`src/rtl/rv32i_types.sv`:
```
// Shared types for the memory-side arbiter.
// Holds the line width and the arbiter state encoding.
package rv32i_types;

    typedef logic [31:0]  rv32i_word;
    typedef logic [255:0] llc_cacheline;

    typedef enum logic [1:0] {
        IDLE    = 2'd0,
        SERVE_I = 2'd1,
        SERVE_D = 2'd2,
        DONE    = 2'd3
    } arb_state_t;

endpackage

```
`src/rtl/cache_arbiter.sv`:
```
// Arbitrates Icache and Dcache line requests onto one cacheline adaptor.
// Non-preemptive; round-robin or fixed Dcache priority on contention.
module cache_arbiter
    import rv32i_types::*;
#(
    parameter bit RR_EN = 1'b1
) (
    input  logic         clk,
    input  logic         rst,

    input  logic         i_pmem_read,
    input  logic         i_pmem_write,
    input  rv32i_word    i_pmem_address,
    input  llc_cacheline i_pmem_wdata,
    output llc_cacheline i_pmem_rdata,
    output logic         i_pmem_resp,

    input  logic         d_pmem_read,
    input  logic         d_pmem_write,
    input  rv32i_word    d_pmem_address,
    input  llc_cacheline d_pmem_wdata,
    output llc_cacheline d_pmem_rdata,
    output logic         d_pmem_resp,

    output logic         pmem_read,
    output logic         pmem_write,
    output rv32i_word    pmem_address,
    output llc_cacheline pmem_wdata,
    input  llc_cacheline pmem_rdata,
    input  logic         pmem_resp
);

    arb_state_t state, state_n;
    logic       last_d, last_d_n;
    logic       i_req, d_req;
    logic       pick_i, pick_d;

    assign i_req = i_pmem_read | i_pmem_write;
    assign d_req = d_pmem_read | d_pmem_write;

    // last_d set means Dcache won the previous grant
    assign pick_i = (i_req && d_req) ? (RR_EN && last_d) : i_req;
    assign pick_d = (i_req | d_req) & ~pick_i;

    assign i_pmem_rdata = pmem_rdata;
    assign d_pmem_rdata = pmem_rdata;

    always_ff @(posedge clk) begin
        if (rst) begin
            state  <= IDLE;
            last_d <= 1'b0;
        end else begin
            state  <= state_n;
            last_d <= last_d_n;
        end
    end

    always_comb begin
        state_n  = state;
        last_d_n = last_d;
        case (state)
            IDLE: begin
                unique case (1'b1)
                    pick_i: begin
                        state_n  = SERVE_I;
                        last_d_n = 1'b0;
                    end
                    pick_d: begin
                        state_n  = SERVE_D;
                        last_d_n = 1'b1;
                    end
                    default: state_n = IDLE;
                endcase
            end
            SERVE_I,
            SERVE_D: begin
                if (pmem_resp) begin
                    state_n = DONE;
                end
            end
            DONE:    state_n = IDLE;
            default: state_n = IDLE;
        endcase
    end

    // Outputs are forced quiet while reset is held, even mid-transaction
    always_comb begin
        pmem_read    = 1'b0;
        pmem_write   = 1'b0;
        pmem_address = '0;
        pmem_wdata   = '0;
        i_pmem_resp  = 1'b0;
        d_pmem_resp  = 1'b0;
        if (!rst) begin
            case (state)
                SERVE_I: begin
                    pmem_read    = i_pmem_read & ~i_pmem_write;
                    pmem_write   = i_pmem_write;
                    pmem_address = i_pmem_address;
                    pmem_wdata   = i_pmem_wdata;
                    i_pmem_resp  = pmem_resp;
                end
                SERVE_D: begin
                    pmem_read    = d_pmem_read & ~d_pmem_write;
                    pmem_write   = d_pmem_write;
                    pmem_address = d_pmem_address;
                    pmem_wdata   = d_pmem_wdata;
                    d_pmem_resp  = pmem_resp;
                end
                default: begin
                end
            endcase
        end
    end

endmodule

```
`config.mk`:
```
export PLATFORM = sky130hd
export DESIGN_NAME = cache_arbiter
export DESIGN_NICKNAME = d
export VERILOG_FILES = /design/src/rtl/rv32i_types.sv /design/src/rtl/cache_arbiter.sv
export SDC_FILE = /design/constraint.sdc
export NUM_CORES = 1
export LEC_CHECK = 0
export ABC_AREA = 1
export CORE_AREA = 2 2 647 649
export DETAILED_ROUTE_END_ITERATION = 10
export DIE_AREA = 0 0 649 651
export SYNTH_ARGS = -nofsm -noshare
export SYNTH_HDL_FRONTEND = slang
export SYNTH_SLANG_ARGS = --single-unit
```
`constraint.sdc`:
```
create_clock -name clk -period 2.2 [get_ports clk]
set_input_delay 0.44 -clock clk [delete_from_list [all_inputs] [get_ports clk]]
set_output_delay 0.44 -clock clk [all_outputs]
set_load 0.02 [all_outputs]
```
# ---- After elaboration in Yosys (flattened, before gate mapping)
# Index checks and enable logic that the tools add are counted.
dict set report classes {
  n_eq_ne 4
  muxes 17
  n_bitwise 9
  n_reduce_logical 5
}
# op n
set op_table {}
lappend op_table {{256-bit one-hot mux with 2 select lines} 1}
lappend op_table {{256-bit two-way mux} 1}
lappend op_table {{32-bit one-hot mux with 2 select lines} 1}
lappend op_table {{32-bit two-way mux} 1}
lappend op_table {{1-bit two-way mux} 7}
lappend op_table {{1-bit one-hot mux with 2 select lines} 3}
lappend op_table {{2-bit one-hot mux with 3 select lines} 1}
lappend op_table {{2-bit == test, second input constant} 2}
lappend op_table {{2-bit one-hot mux with 2 select lines} 1}
lappend op_table {{1-bit AND} 3}
lappend op_table {{1-bit inverter} 3}
lappend op_table {{1-bit OR} 3}
lappend op_table {{2-bit by 1-bit == test with 1-bit output, second input constant} 1}
lappend op_table {{2-bit zero test} 1}
lappend op_table {{2-bit two-way mux} 1}
lappend op_table {{2-bit != test, second input constant} 1}
lappend op_table {{2-bit AND reduction} 1}
lappend op_table {{2-bit nonzero test} 1}
lappend op_table {{2-bit OR reduction} 1}
lappend op_table {{1-bit logical AND} 1}
dict set report totals {
  regBits 3
  in_bits 839
  output_inout_bits 804
  elab_cells 37
}

# ---- Longest topological paths before layout
# Gate-level depths: netlist (run 1).
dict set report logic_depth {
  depth_word 7
  depth_mapped 7
  mapped_depth_nobuf 5
}

# ---- Least setup slack after synthesis (run 1)
# Ideal clock, no wire load.
dict set report synth_timing {
  path_kind {reg-to-output}
  from {reg state[0]}
  to {out pmem_wdata[100]}
  arrival_time_ps 1409
  required_ps 1760
  setup_slack_ps 351
  stages_incl_launch_ff 7
  n_path_buf 2
  cell_sequence {dfxtp_1 -> inv_1 -> ha_1 -> nand2_1 -> buf_2 -> buf_2 -> a21oi_1}
}
dict set report synth_between {
  elab_chain_len 3
  elab_cells_between_ends 4
  classes_between {eq/ne: 2; mux: 2}
}
# element line
set synth_lines {}
lappend synth_lines {{start, declared} cache_arbiter.sv:33} ;# arb_state_t state, state_n;
lappend synth_lines {{start signal, assigned} cache_arbiter.sv:53} ;# state <= state_n;
lappend synth_lines {{2-bit == test or 2-bit by 1-bit == test with 1-bit output (tied branches)} cache_arbiter.sv:95} ;# case (state)
lappend synth_lines {{256-bit one-hot mux with 2 select lines (*)} cache_arbiter.sv:95}
lappend synth_lines {{256-bit two-way mux (*)} cache_arbiter.sv:94} ;# if (!rst) begin
lappend synth_lines {{end, declared} cache_arbiter.sv:28} ;# output llc_cacheline pmem_wdata,
# Every way passes the cells marked *; elsewhere a longest branch is shown, timed or not.

# ---- Final worst setup path (run 1)
dict set report layout_timing {
  from {reg state[0]}
  to {out pmem_wdata[4]}
}
# The elaborated chain is that of the path after synthesis.

==> results of run 1 <==
-- what timing repair did --
action | in CTS | in global routing
cloned | 22 | 9
resized for setup | 476 | 309
pin swaps | 58 | 88
setup buffers | 30 | 10
setup endpoints to repair | 292 | 291
-- through the flow --
stage / hold slack (ns) / worst slack, ns / utilization [%]
3_5_place_dp: 0.4819 / -0.7512 / 5.540
6_report: 0.4924 / -0.3068 / 6.595
4_1_cts: 0.4832 / -0.3429 / 6.226
5_1_grt: 0.5323 / -0.3204 / 6.586
3_3_place_gp: 0.4654 / -0.7171 / 5.540
2_1_floorplan: 0.4507 / 0.3512 / -
-- power by group through the flow --
stage                     registers (µW)  clock network [µW]  logic (µW)
after floorplan                     92.1                   0        6090
after detailed placement             100                   0       14200
after global placement              98.3                   0       14200
after global routing                 111                 305       20500
final                                107                 297       19700
after CTS                            107                 297       18400
-- placed cells by master, fill, tap and decap left out --
cell type / Yosys / final
sky130_fd_sc_hd__clkbuf_1: 8 / 1
sky130_fd_sc_hd__dfxtp_1: 3 / 1
sky130_fd_sc_hd__nand3_1: 1 / 1
sky130_fd_sc_hd__a21oi_1: 194 / 30
sky130_fd_sc_hd__dfxtp_4: 0 / 1
sky130_fd_sc_hd__nand2_4: 0 / 80
sky130_fd_sc_hd__buf_6: 1 / 80
sky130_fd_sc_hd__a21oi_4: 0 / 112
sky130_fd_sc_hd__clkdlybuf4s15_2: 0 / 10
sky130_fd_sc_hd__clkbuf_16: 0 / 12
sky130_fd_sc_hd__dfxtp_2: 0 / 1
sky130_fd_sc_hd__inv_4: 0 / 1
sky130_fd_sc_hd__buf_4: 513 / 85
sky130_fd_sc_hd__inv_1: 6 / 4
sky130_fd_sc_hd__a21oi_2: 100 / 152
sky130_fd_sc_hd__nand3b_1: 1 / 1
sky130_fd_sc_hd__ha_4: 0 / 3
sky130_fd_sc_hd__buf_16: 0 / 25
sky130_fd_sc_hd__nand2_1: 588 / 396
sky130_fd_sc_hd__inv_2: 1 / 2
sky130_fd_sc_hd__bufbuf_16: 0 / 2
sky130_fd_sc_hd__nor2_1: 6 / 5
sky130_fd_sc_hd__buf_8: 11 / 7
sky130_fd_sc_hd__buf_12: 0 / 252
sky130_fd_sc_hd__nand2_8: 0 / 6
sky130_fd_sc_hd__o21ai_0: 3 / 3
sky130_fd_sc_hd__nand2_2: 0 / 106
sky130_fd_sc_hd__dlygate4sd2_1: 0 / 2
sky130_fd_sc_hd__nor2_4: 0 / 1
sky130_fd_sc_hd__diode_2: 0 / 52
sky130_fd_sc_hd__clkdlybuf4s50_1: 0 / 581
-- cell type report --
cell class              instances  area (µm²)  share of cell area (%)
repair buffers               1053       13610                   49.68
inverters                       7       28.78                  0.1050
multi-input cells             896        6606                   24.11
well taps                    5497        6878                   25.10
clock buffers                   4       78.83                  0.2877
flip-flops and latches          3       65.06                  0.2375
diodes                         52       130.1                  0.4749
-- state kept, by name, indices dropped and copies added, names as in the netlist --
register,count
last_d,1
state,2
-- worst reg2reg max path, stage by stage (launching register included) --
cell and delay, ns:
sky130_fd_sc_hd__dfxtp_4 0.35, sky130_fd_sc_hd__inv_4 0.04, sky130_fd_sc_hd__ha_4 0.29, sky130_fd_sc_hd__buf_4 0.12, sky130_fd_sc_hd__nand2_1 0.06, sky130_fd_sc_hd__o21ai_0 0.16
sky130_fd_sc_hd__a21oi_1 0.06
-- synth_stat cells, types with 3 or more instances --
| library cell | number | share of area (%) |
|---|---|---|
| sky130_fd_sc_hd__buf_4 | 513 | 44 |
| sky130_fd_sc_hd__clkbuf_1 | 8 | 0.35 |
| sky130_fd_sc_hd__dfxtp_1 | 3 | 0.69 |
| sky130_fd_sc_hd__ha_1 | 3 | 0.43 |
| sky130_fd_sc_hd__nand2_1 | 588 | 25 |
| sky130_fd_sc_hd__o21ai_0 | 3 | 0.17 |
| sky130_fd_sc_hd__inv_1 | 6 | 0.26 |
| sky130_fd_sc_hd__a21oi_2 | 100 | 10 |
| sky130_fd_sc_hd__a21oi_1 | 194 | 11 |
| sky130_fd_sc_hd__buf_2 | 75 | 4.3 |
| sky130_fd_sc_hd__buf_8 | 11 | 1.9 |
| sky130_fd_sc_hd__nor2_1 | 6 | 0.26 |
-- path summary, 6_finish.rpt --
check	slack [ns]	cells past startpoint	to	from
hold reg to reg	0.49	2	last_d	last_d
setup reg to reg	0.99	6	state[0]	state[0]
setup / recovery	-0.31	9	pmem_wdata[4]	state[0]
hold / removal	0.49	2	last_d	last_d
-- metal layers --
metal / track usage (%) / routed length (µm) / vias up
met2: 27.03 / 166100 / 2427
met3: 22.54 / 106100 / 827
met1: 11.45 / 86760 / 6320
li1: - / - / 5220
met5: 1.256 / 1647 / -
met4: 5.759 / 16850 / 156
-- cell families after synthesis --
| family | Yosys count | share of synthesized area (%) |
|---|---|---|
| simple gates | 596 | 25.89 |
| buf+inv | 615 | 51.49 |
| fa+ha+maj | 3 | 0.4334 |
| flops | 3 | 0.6935 |
| compound gates | 297 | 21.50 |
==> metrics.txt, run 1 <==
# TYPE chip_impl_metric gauge
chip_impl_info{name="run_status",value="finished with violations"} 1
chip_impl_info{name="failed_checks",value="negative setup slack"} 1
chip_impl_metric{name="postSynthNetCount",unit=""} 2356
chip_impl_metric{name="share_clk_of_total_power",unit="%"} 1.5
chip_impl_metric{name="detailed_place.area",unit="µm²"} 23010
chip_impl_metric{name="hpwlAfterDp",unit="µm"} 357400
chip_impl_metric{name="vias_per_cell",unit=""} 1.990
chip_impl_metric{name="maxCapViolations",unit=""} 0
chip_impl_info{name="crit_top_cell",value="sky130_fd_sc_hd__buf_12"} 1
chip_impl_metric{name="fp-row-count",unit=""} 237
chip_impl_metric{name="drt_first_pass_iters",unit=""} 5
chip_impl_info{name="cts_tree",value="built"} 1
chip_impl_metric{name="clk_pin_slew",unit="ns"} 0.03
chip_impl_metric{name="wl_per_cell",unit="µm"} 50.24
chip_impl_metric{name="synth-edff-count",unit=""} 0
chip_impl_metric{name="ys.warnings.count",unit=""} 0
chip_impl_metric{name="die_h",unit="µm"} 651
chip_impl_metric{name="syn_area_per_cell",unit="µm²"} 5.720
chip_impl_metric{name="io_pins",unit=""} 1643
chip_impl_metric{name="layout.cell_area.non_filler",unit="µm²"} 27400
chip_impl_metric{name="worstPathArrival",unit="ns"} 2.07
chip_impl_metric{name="dr_total_vias",unit=""} 14950
chip_impl_metric{name="final_nets",unit=""} 2806
chip_impl_metric{name="drt-total-wl",unit="µm"} 377400
chip_impl_metric{name="final-setup-viol-count",unit=""} 291
chip_impl_metric{name="final.period_utilization",unit="%"} 113.9
chip_impl_metric{name="dr.first_iter.drc_count",unit=""} 1080
chip_impl_metric{name="finalPower",unit="µW"} 20090
chip_impl_metric{name="netSwitchingPower",unit="µW"} 11610
chip_impl_metric{name="first_global_vias",unit=""} 13431
chip_impl_metric{name="syn-instance-count",unit=""} 1514
chip_impl_info{name="startpoint_type",value="flop"} 1
chip_impl_metric{name="stdcell_count",unit=""} 7512
chip_impl_metric{name="starting_density",unit="%"} 2.085
chip_impl_metric{name="antenna_found_initial",unit=""} 272
chip_impl_metric{name="tritoncts.num_buffers",unit=""} 3
chip_impl_metric{name="cp_slowest_stage_delay",unit="ns"} 0.34
chip_impl_info{name="critPathSlowestCell",value="sky130_fd_sc_hd__dfxtp_4"} 1
chip_impl_metric{name="maximum_number_of_pins_on_one_net_before_global_route_repair",unit=""} 28
chip_impl_metric{name="synthToLayoutAreaGrowth",unit="%"} 216.4
chip_impl_metric{name="final_layout_size_suffix_gt1_share",unit="%"} 47.78
chip_impl_metric{name="port_buffers",unit=""} 874
chip_impl_metric{name="setup_ws",unit="ns"} -0.3068
chip_impl_info{name="rsz0062_at_grt",value="yes"} 1
chip_impl_metric{name="sw_frac_of_total",unit="%"} 57.80
chip_impl_info{name="worstHoldPathType",value="reg -> reg"} 1
chip_impl_metric{name="drt.antenna.violating_nets",unit=""} 0
chip_impl_metric{name="critical_path_peak_fanout",unit=""} 18
chip_impl_metric{name="timing.clock.skew",unit="ns"} 0.001476
chip_impl_info{name="crit_path_end_kind",value="primary output"} 1
chip_impl_metric{name="ys_seq_area_share",unit="%"} 0.6934
chip_impl_metric{name="h-tree-depth",unit=""} 1
chip_impl_info{name="critical_path.cell_chain",value="inv_4, buf_6, ha_4, buf_12, buf_16, buf_12, nand2_1, a21oi_2, buf_12"} 1
chip_impl_metric{name="core_area",unit="µm²"} 415400
chip_impl_metric{name="post-place-cells",unit=""} 7393
chip_impl_metric{name="finalCriticalPeriod",unit="ns"} 2.507
chip_impl_metric{name="p_comb_share",unit="%"} 98.0
chip_impl_info{name="critPathTopFamily",value="buffers and inverters"} 1
chip_impl_metric{name="insertion_delay",unit="ns"} 0.23
chip_impl_metric{name="vdd_drop_max",unit="mV"} 0.5688
chip_impl_metric{name="max_slew_margin",unit="%"} 78.00
chip_impl_metric{name="share_of_flip_flops_with_an_asynchronous_set_or_reset_after_synthesis",unit="%"} 0
chip_impl_metric{name="fmaxAchievable",unit="MHz"} 398.9
chip_impl_metric{name="fp.dieW",unit="µm"} 649
chip_impl_metric{name="global_route_overflow",unit=""} 0
chip_impl_info{name="synthFlopType",value="sky130_fd_sc_hd__dfxtp_1"} 1
chip_impl_metric{name="die-area",unit="µm²"} 422500
chip_impl_metric{name="drc",unit=""} 0
chip_impl_metric{name="yosys_register_bits",unit=""} 3
chip_impl_metric{name="power.static_leakage",unit="µW"} 0.007470
chip_impl_metric{name="power.share.sequential",unit="%"} 0.5
chip_impl_metric{name="number_of_pins_with_negative_max_slew_slack_in_the_final_report",unit=""} 0
chip_impl_metric{name="gpl.final_weighted_congestion",unit=""} 1.078
chip_impl_metric{name="cts.sink_count",unit=""} 3
chip_impl_metric{name="syn_area",unit="µm²"} 8661
chip_impl_metric{name="pwr_density_cell",unit="nW/µm²"} 733.4
chip_impl_metric{name="clock_tree.buffer_depth",unit=""} 2
chip_impl_metric{name="timing_hold_violations_final",unit=""} 0
chip_impl_metric{name="critical_path_buf_inv_count",unit=""} 6
chip_impl_metric{name="p_int",unit="µW"} 8480
chip_impl_metric{name="worst-endpoint-required",unit="ns"} 1.76
chip_impl_metric{name="finalSetupTns",unit="ns"} -48.86
chip_impl_metric{name="worst_pin_slew",unit="ns"} 0.3290
chip_impl_info{name="worst-setup-path-type",value="reg -> out"} 1
chip_impl_metric{name="global_route_wire_length_before_repair",unit="µm"} 408100
chip_impl_metric{name="hold_buffers",unit=""} 0
chip_impl_metric{name="synth.lib_cells_used.distinct",unit=""} 16
chip_impl_metric{name="all_layer_global_routing_usage",unit="%"} 17.13
chip_impl_metric{name="layout.filler_cells",unit=""} 48607
chip_impl_info{name="cts.root.buffer_cell",value="sky130_fd_sc_hd__clkbuf_16"} 1
No activity file was read; power rests on OpenSTA's default activity.
==> inputs of run 2 (changes only) <==
--- a/config.mk
+++ b/config.mk
@@ -5,10 +5,9 @@
 export SDC_FILE = /design/constraint.sdc
 export NUM_CORES = 1
 export LEC_CHECK = 0
-export ABC_AREA = 1
-export CORE_AREA = 2 2 647 649
+export CORE_AREA = 2 2 648 650
 export DETAILED_ROUTE_END_ITERATION = 10
-export DIE_AREA = 0 0 649 651
+export DIE_AREA = 0 0 650 652
 export SYNTH_ARGS = -nofsm -noshare
 export SYNTH_HDL_FRONTEND = slang
 export SYNTH_SLANG_ARGS = --single-unit
==> run 2 against run 1 <==
  * The run still ends with negative setup slack left
  * Clock skew shrank 0.00069 ns
  * Non-clock buffer count shrank 4
  * Wire length grew 1.8%
  * Final area shrank 3.4%
  * First-iteration DRC count shrank 23%
  * Via count shrank 9.1%
  * Die area grew 0.31%
  * Clock power is essentially flat
  * Sequential share of layout area is essentially flat
  * Highest routed layer unchanged
==> metrics.txt, run 2 <==
# TYPE chip_impl_metric gauge
chip_impl_info{name="run_status",value="finished with violations"} 1
chip_impl_info{name="failed_checks",value="negative setup slack"} 1
chip_impl_info{name="synth.area.top_cells",value="sky130_fd_sc_hd__buf_4, sky130_fd_sc_hd__a22oi_1, sky130_fd_sc_hd__nor2_1, sky130_fd_sc_hd__buf_2, sky130_fd_sc_hd__buf_6"} 1
chip_impl_metric{name="postSynthNetCount",unit=""} 2058
chip_impl_metric{name="syn-instance-count",unit=""} 1216
chip_impl_metric{name="share_of_flip_flops_with_an_asynchronous_set_or_reset_after_synthesis",unit="%"} 0
chip_impl_info{name="worst-setup-path-type",value="reg -> out"} 1
chip_impl_metric{name="ys.warnings.count",unit=""} 0
chip_impl_metric{name="critical_path_peak_fanout",unit=""} 16
chip_impl_metric{name="drt_first_pass_iters",unit=""} 5
chip_impl_info{name="worstHoldPathType",value="reg -> reg"} 1
chip_impl_metric{name="finalSetupTns",unit="ns"} -103.44
chip_impl_metric{name="hpwlAfterDp",unit="µm"} 366400
chip_impl_metric{name="post-synth-top-area-fraction",unit="%"} 49.01
chip_impl_metric{name="final_layout_size_suffix_gt1_share",unit="%"} 53.34
chip_impl_metric{name="maxCapViolations",unit=""} 0
chip_impl_metric{name="vdd_drop_max",unit="mV"} 0.6610
chip_impl_info{name="min_delay_startpoint",value="last_d"} 1
chip_impl_info{name="crit_path_end_kind",value="primary output"} 1
chip_impl_metric{name="power.static_leakage",unit="µW"} 0.006807
chip_impl_info{name="worst_setup_path_startpoint",value="state[1]"} 1
chip_impl_metric{name="dr_total_vias",unit=""} 13584
chip_impl_metric{name="fmaxAchievable",unit="MHz"} 350.4
chip_impl_metric{name="critical_path_buf_inv_count",unit=""} 5
chip_impl_metric{name="die-area",unit="µm²"} 423800
chip_impl_info{name="startpoint_type",value="flop"} 1
chip_impl_metric{name="maximum_number_of_pins_on_one_net_before_global_route_repair",unit=""} 33
chip_impl_metric{name="die_h",unit="µm"} 652
chip_impl_metric{name="final_nets",unit=""} 2504
chip_impl_metric{name="h-tree-depth",unit=""} 1
chip_impl_info{name="rr_startpoint",value="state[1]"} 1
chip_impl_metric{name="fp.dieW",unit="µm"} 650
chip_impl_metric{name="syn_area",unit="µm²"} 7874
chip_impl_metric{name="clock_tree.buffer_depth",unit=""} 2
chip_impl_metric{name="global_route_overflow",unit=""} 0
chip_impl_metric{name="wl_per_cell",unit="µm"} 53.51
chip_impl_metric{name="worst_pin_slew",unit="ns"} 0.9846
chip_impl_metric{name="vias_per_cell",unit=""} 1.891
chip_impl_metric{name="core_area",unit="µm²"} 416000
chip_impl_metric{name="dr.first_iter.drc_count",unit=""} 836
chip_impl_metric{name="cp_slowest_stage_delay",unit="ns"} 0.78
chip_impl_info{name="synth.top_cells.by_count",value="sky130_fd_sc_hd__buf_4, sky130_fd_sc_hd__nor2_1, sky130_fd_sc_hd__a22oi_1"} 1
chip_impl_metric{name="all_layer_global_routing_usage",unit="%"} 17.35
chip_impl_info{name="synth_area_leader",value="sky130_fd_sc_hd__buf_4"} 1
chip_impl_metric{name="timing_hold_violations_final",unit=""} 0
chip_impl_info{name="synth.most_common_cell",value="sky130_fd_sc_hd__buf_4"} 1
chip_impl_metric{name="global_route_wire_length_before_repair",unit="µm"} 410000
chip_impl_metric{name="syn_area_per_cell",unit="µm²"} 6.475
chip_impl_info{name="final_common_cell",value="sky130_fd_sc_hd__clkdlybuf4s50_1"} 1
chip_impl_metric{name="gpl.final_weighted_congestion",unit=""} 1.075
chip_impl_metric{name="area_of_the_multi_input_gates",unit="µm²"} 5756
chip_impl_info{name="critPathTopFamily",value="compound AO/OA/AOI/OAI gates"} 1
chip_impl_info{name="largest_registers",value="state: 2 flops, last_d: 1 flops"} 1
chip_impl_metric{name="starting_density",unit="%"} 1.893
chip_impl_metric{name="pwr_density_cell",unit="nW/µm²"} 830.6
chip_impl_metric{name="insertion_delay",unit="ns"} 0.23
chip_impl_info{name="cts_tree",value="built"} 1
chip_impl_metric{name="worst-endpoint-required",unit="ns"} 1.76
chip_impl_info{name="largest_reg_by_ff_count",value="state"} 1
chip_impl_metric{name="synth.lib_cells_used.distinct",unit=""} 21
chip_impl_metric{name="number_of_pins_with_negative_max_slew_slack_in_the_final_report",unit=""} 0
chip_impl_metric{name="clk_pin_slew",unit="ns"} 0.03
chip_impl_metric{name="detailed_place.area",unit="µm²"} 22090
chip_impl_metric{name="first_global_vias",unit=""} 11867
chip_impl_metric{name="cts.sink_count",unit=""} 3
chip_impl_metric{name="fp-row-count",unit=""} 237
chip_impl_metric{name="antenna_found_initial",unit=""} 299
chip_impl_info{name="cts.root.buffer_cell",value="sky130_fd_sc_hd__clkbuf_16"} 1
chip_impl_info{name="synthFlopType",value="sky130_fd_sc_hd__dfxtp_1"} 1
chip_impl_metric{name="drc",unit=""} 0
chip_impl_metric{name="tritoncts.num_buffers",unit=""} 3
chip_impl_info{name="layout.cells.most_common_list",value="sky130_fd_sc_hd__clkdlybuf4s50_1, sky130_fd_sc_hd__buf_12, sky130_fd_sc_hd__a22oi_2"} 1
chip_impl_metric{name="ys_seq_area_share",unit="%"} 0.7628
chip_impl_metric{name="synth-edff-count",unit=""} 0
chip_impl_info{name="crit_top_cell",value="sky130_fd_sc_hd__buf_12"} 1
chip_impl_metric{name="drt.antenna.violating_nets",unit=""} 0
chip_impl_metric{name="number_of_flip_flops_under_the_largest_register_name",unit=""} 2
chip_impl_metric{name="final.period_utilization",unit="%"} 129.7
chip_impl_metric{name="timing.clock.skew",unit="ns"} 0.0007891
chip_impl_metric{name="worstPathArrival",unit="ns"} 2.41
chip_impl_metric{name="finalCriticalPeriod",unit="ns"} 2.854
chip_impl_metric{name="layout.filler_cells",unit=""} 48658
chip_impl_metric{name="layout.cell_area.non_filler",unit="µm²"} 26470
chip_impl_info{name="rsz0062_at_grt",value="yes"} 1
chip_impl_metric{name="setup_ws",unit="ns"} -0.6542
chip_impl_metric{name="yosys_register_bits",unit=""} 3
chip_impl_metric{name="synthToLayoutAreaGrowth",unit="%"} 236.2
chip_impl_metric{name="io_pins",unit=""} 1643
chip_impl_metric{name="final-setup-viol-count",unit=""} 290
chip_impl_metric{name="max_slew_margin",unit="%"} 34.36
chip_impl_info{name="critPathSlowestCell",value="sky130_fd_sc_hd__a22oi_2"} 1
chip_impl_metric{name="port_buffers",unit=""} 874
chip_impl_metric{name="drt-total-wl",unit="µm"} 384400
chip_impl_metric{name="seq_area",unit="µm²"} 62.56
chip_impl_info{name="critical_path.cell_chain",value="inv_2, buf_6, ha_4, buf_12, buf_16, a22oi_2, nor2_2, buf_12"} 1
run 2: cell types whose count changed after synthesis, sizes merged, moves of 5 or more:
cell    previous run  this run
clkbuf             8        18
a22oi              0       289
inv                7         2
nand2            588         5
a21oi            294         1
buf              600       590
nor2               6       293
run 2: worst paths after layout:
| path | slack [ns] | endpoint | cells after the start |
|---|---|---|---|
| max reg2reg | 0.97 | state[0] | 6 |
| min | 0.49 | last_d | 2 |
| max | -0.65 | pmem_wdata[132] | 8 |
| min reg2reg | 0.49 | last_d | 2 |
run 2: worst reg2reg max path, cell delays in order (launching register included):
cell and delay [ns]:
sky130_fd_sc_hd__dfxtp_2 0.32, sky130_fd_sc_hd__inv_2 0.05, sky130_fd_sc_hd__ha_4 0.30, sky130_fd_sc_hd__buf_4 0.16, sky130_fd_sc_hd__nand2b_1 0.08, sky130_fd_sc_hd__nor2_1 0.05
sky130_fd_sc_hd__a211oi_1 0.18
run 2: final cells by class:
type / instances / share of cell area (%)
Antenna cell: 26 / 0.2458
Clock buffer: 4 / 0.2978
Inverter: 2 / 0.02836
Multi-Input combinational cell: 603 / 21.75
Sequential cell: 3 / 0.2364
Tap cell: 5497 / 25.99
Timing Repair Buffer: 1049 / 51.46
run 2: layer usage:
| layer | share of wire (%) | GRT usage (%) | routed length, µm |
|---|---|---|---|
| met5 | 0.44 | 0.9621 | 1702 |
| met4 | 3.8 | 4.052 | 14450 |
| met3 | 28 | 22.52 | 105800 |
| met2 | 45 | 28.25 | 172200 |
| met1 | 23 | 11.76 | 90270 |
run 2: kinds of logic (layout without fill, tap and decap cells):
logic type,Yosys count,after routing,synth area share (%)
buf+inv,610,1055,55.73
simple gates,304,304,14.89
compound gates,296,296,28.14
fa+ha+maj,3,3,0.4768
flops,3,3,0.7628
other cells,0,26,0
run 2: stage by stage:
step | total power [µW] | util [%] | cells | worst slack [ns] | hold WS (ns)
3_5_place_dp | 15300 | 5.311 | 7070 | -1.052 | 0.4822
2_1_floorplan | 6326 | - | 1216 | 0.2845 | 0.4437
4_1_cts | 19510 | 5.902 | 7126 | -0.6262 | 0.4842
6_report | 21990 | 6.362 | 7184 | -0.6542 | 0.4885
5_1_grt | 22860 | 6.356 | 7174 | -0.5906 | 0.5398
3_3_place_gp | 15240 | 5.308 | 7069 | -1.144 | 0.4614
run 2: timing repair:
item / in CTS / in global routing
gates resized for setup: 564 / 356
buffers inserted: 40 / 21
gates cloned: 13 / 17
pin swaps: 115 / 150
hold buffers: 0 / 0
endpoints found under the setup margin: 290 / 291
run 2: report_power, final:
| group | switching, µW | internal, µW |
|---|---|---|
| logic | 12500 | 9120 |
| registers | 16.5 | 82.6 |
| clock network | 54.5 | 239 |
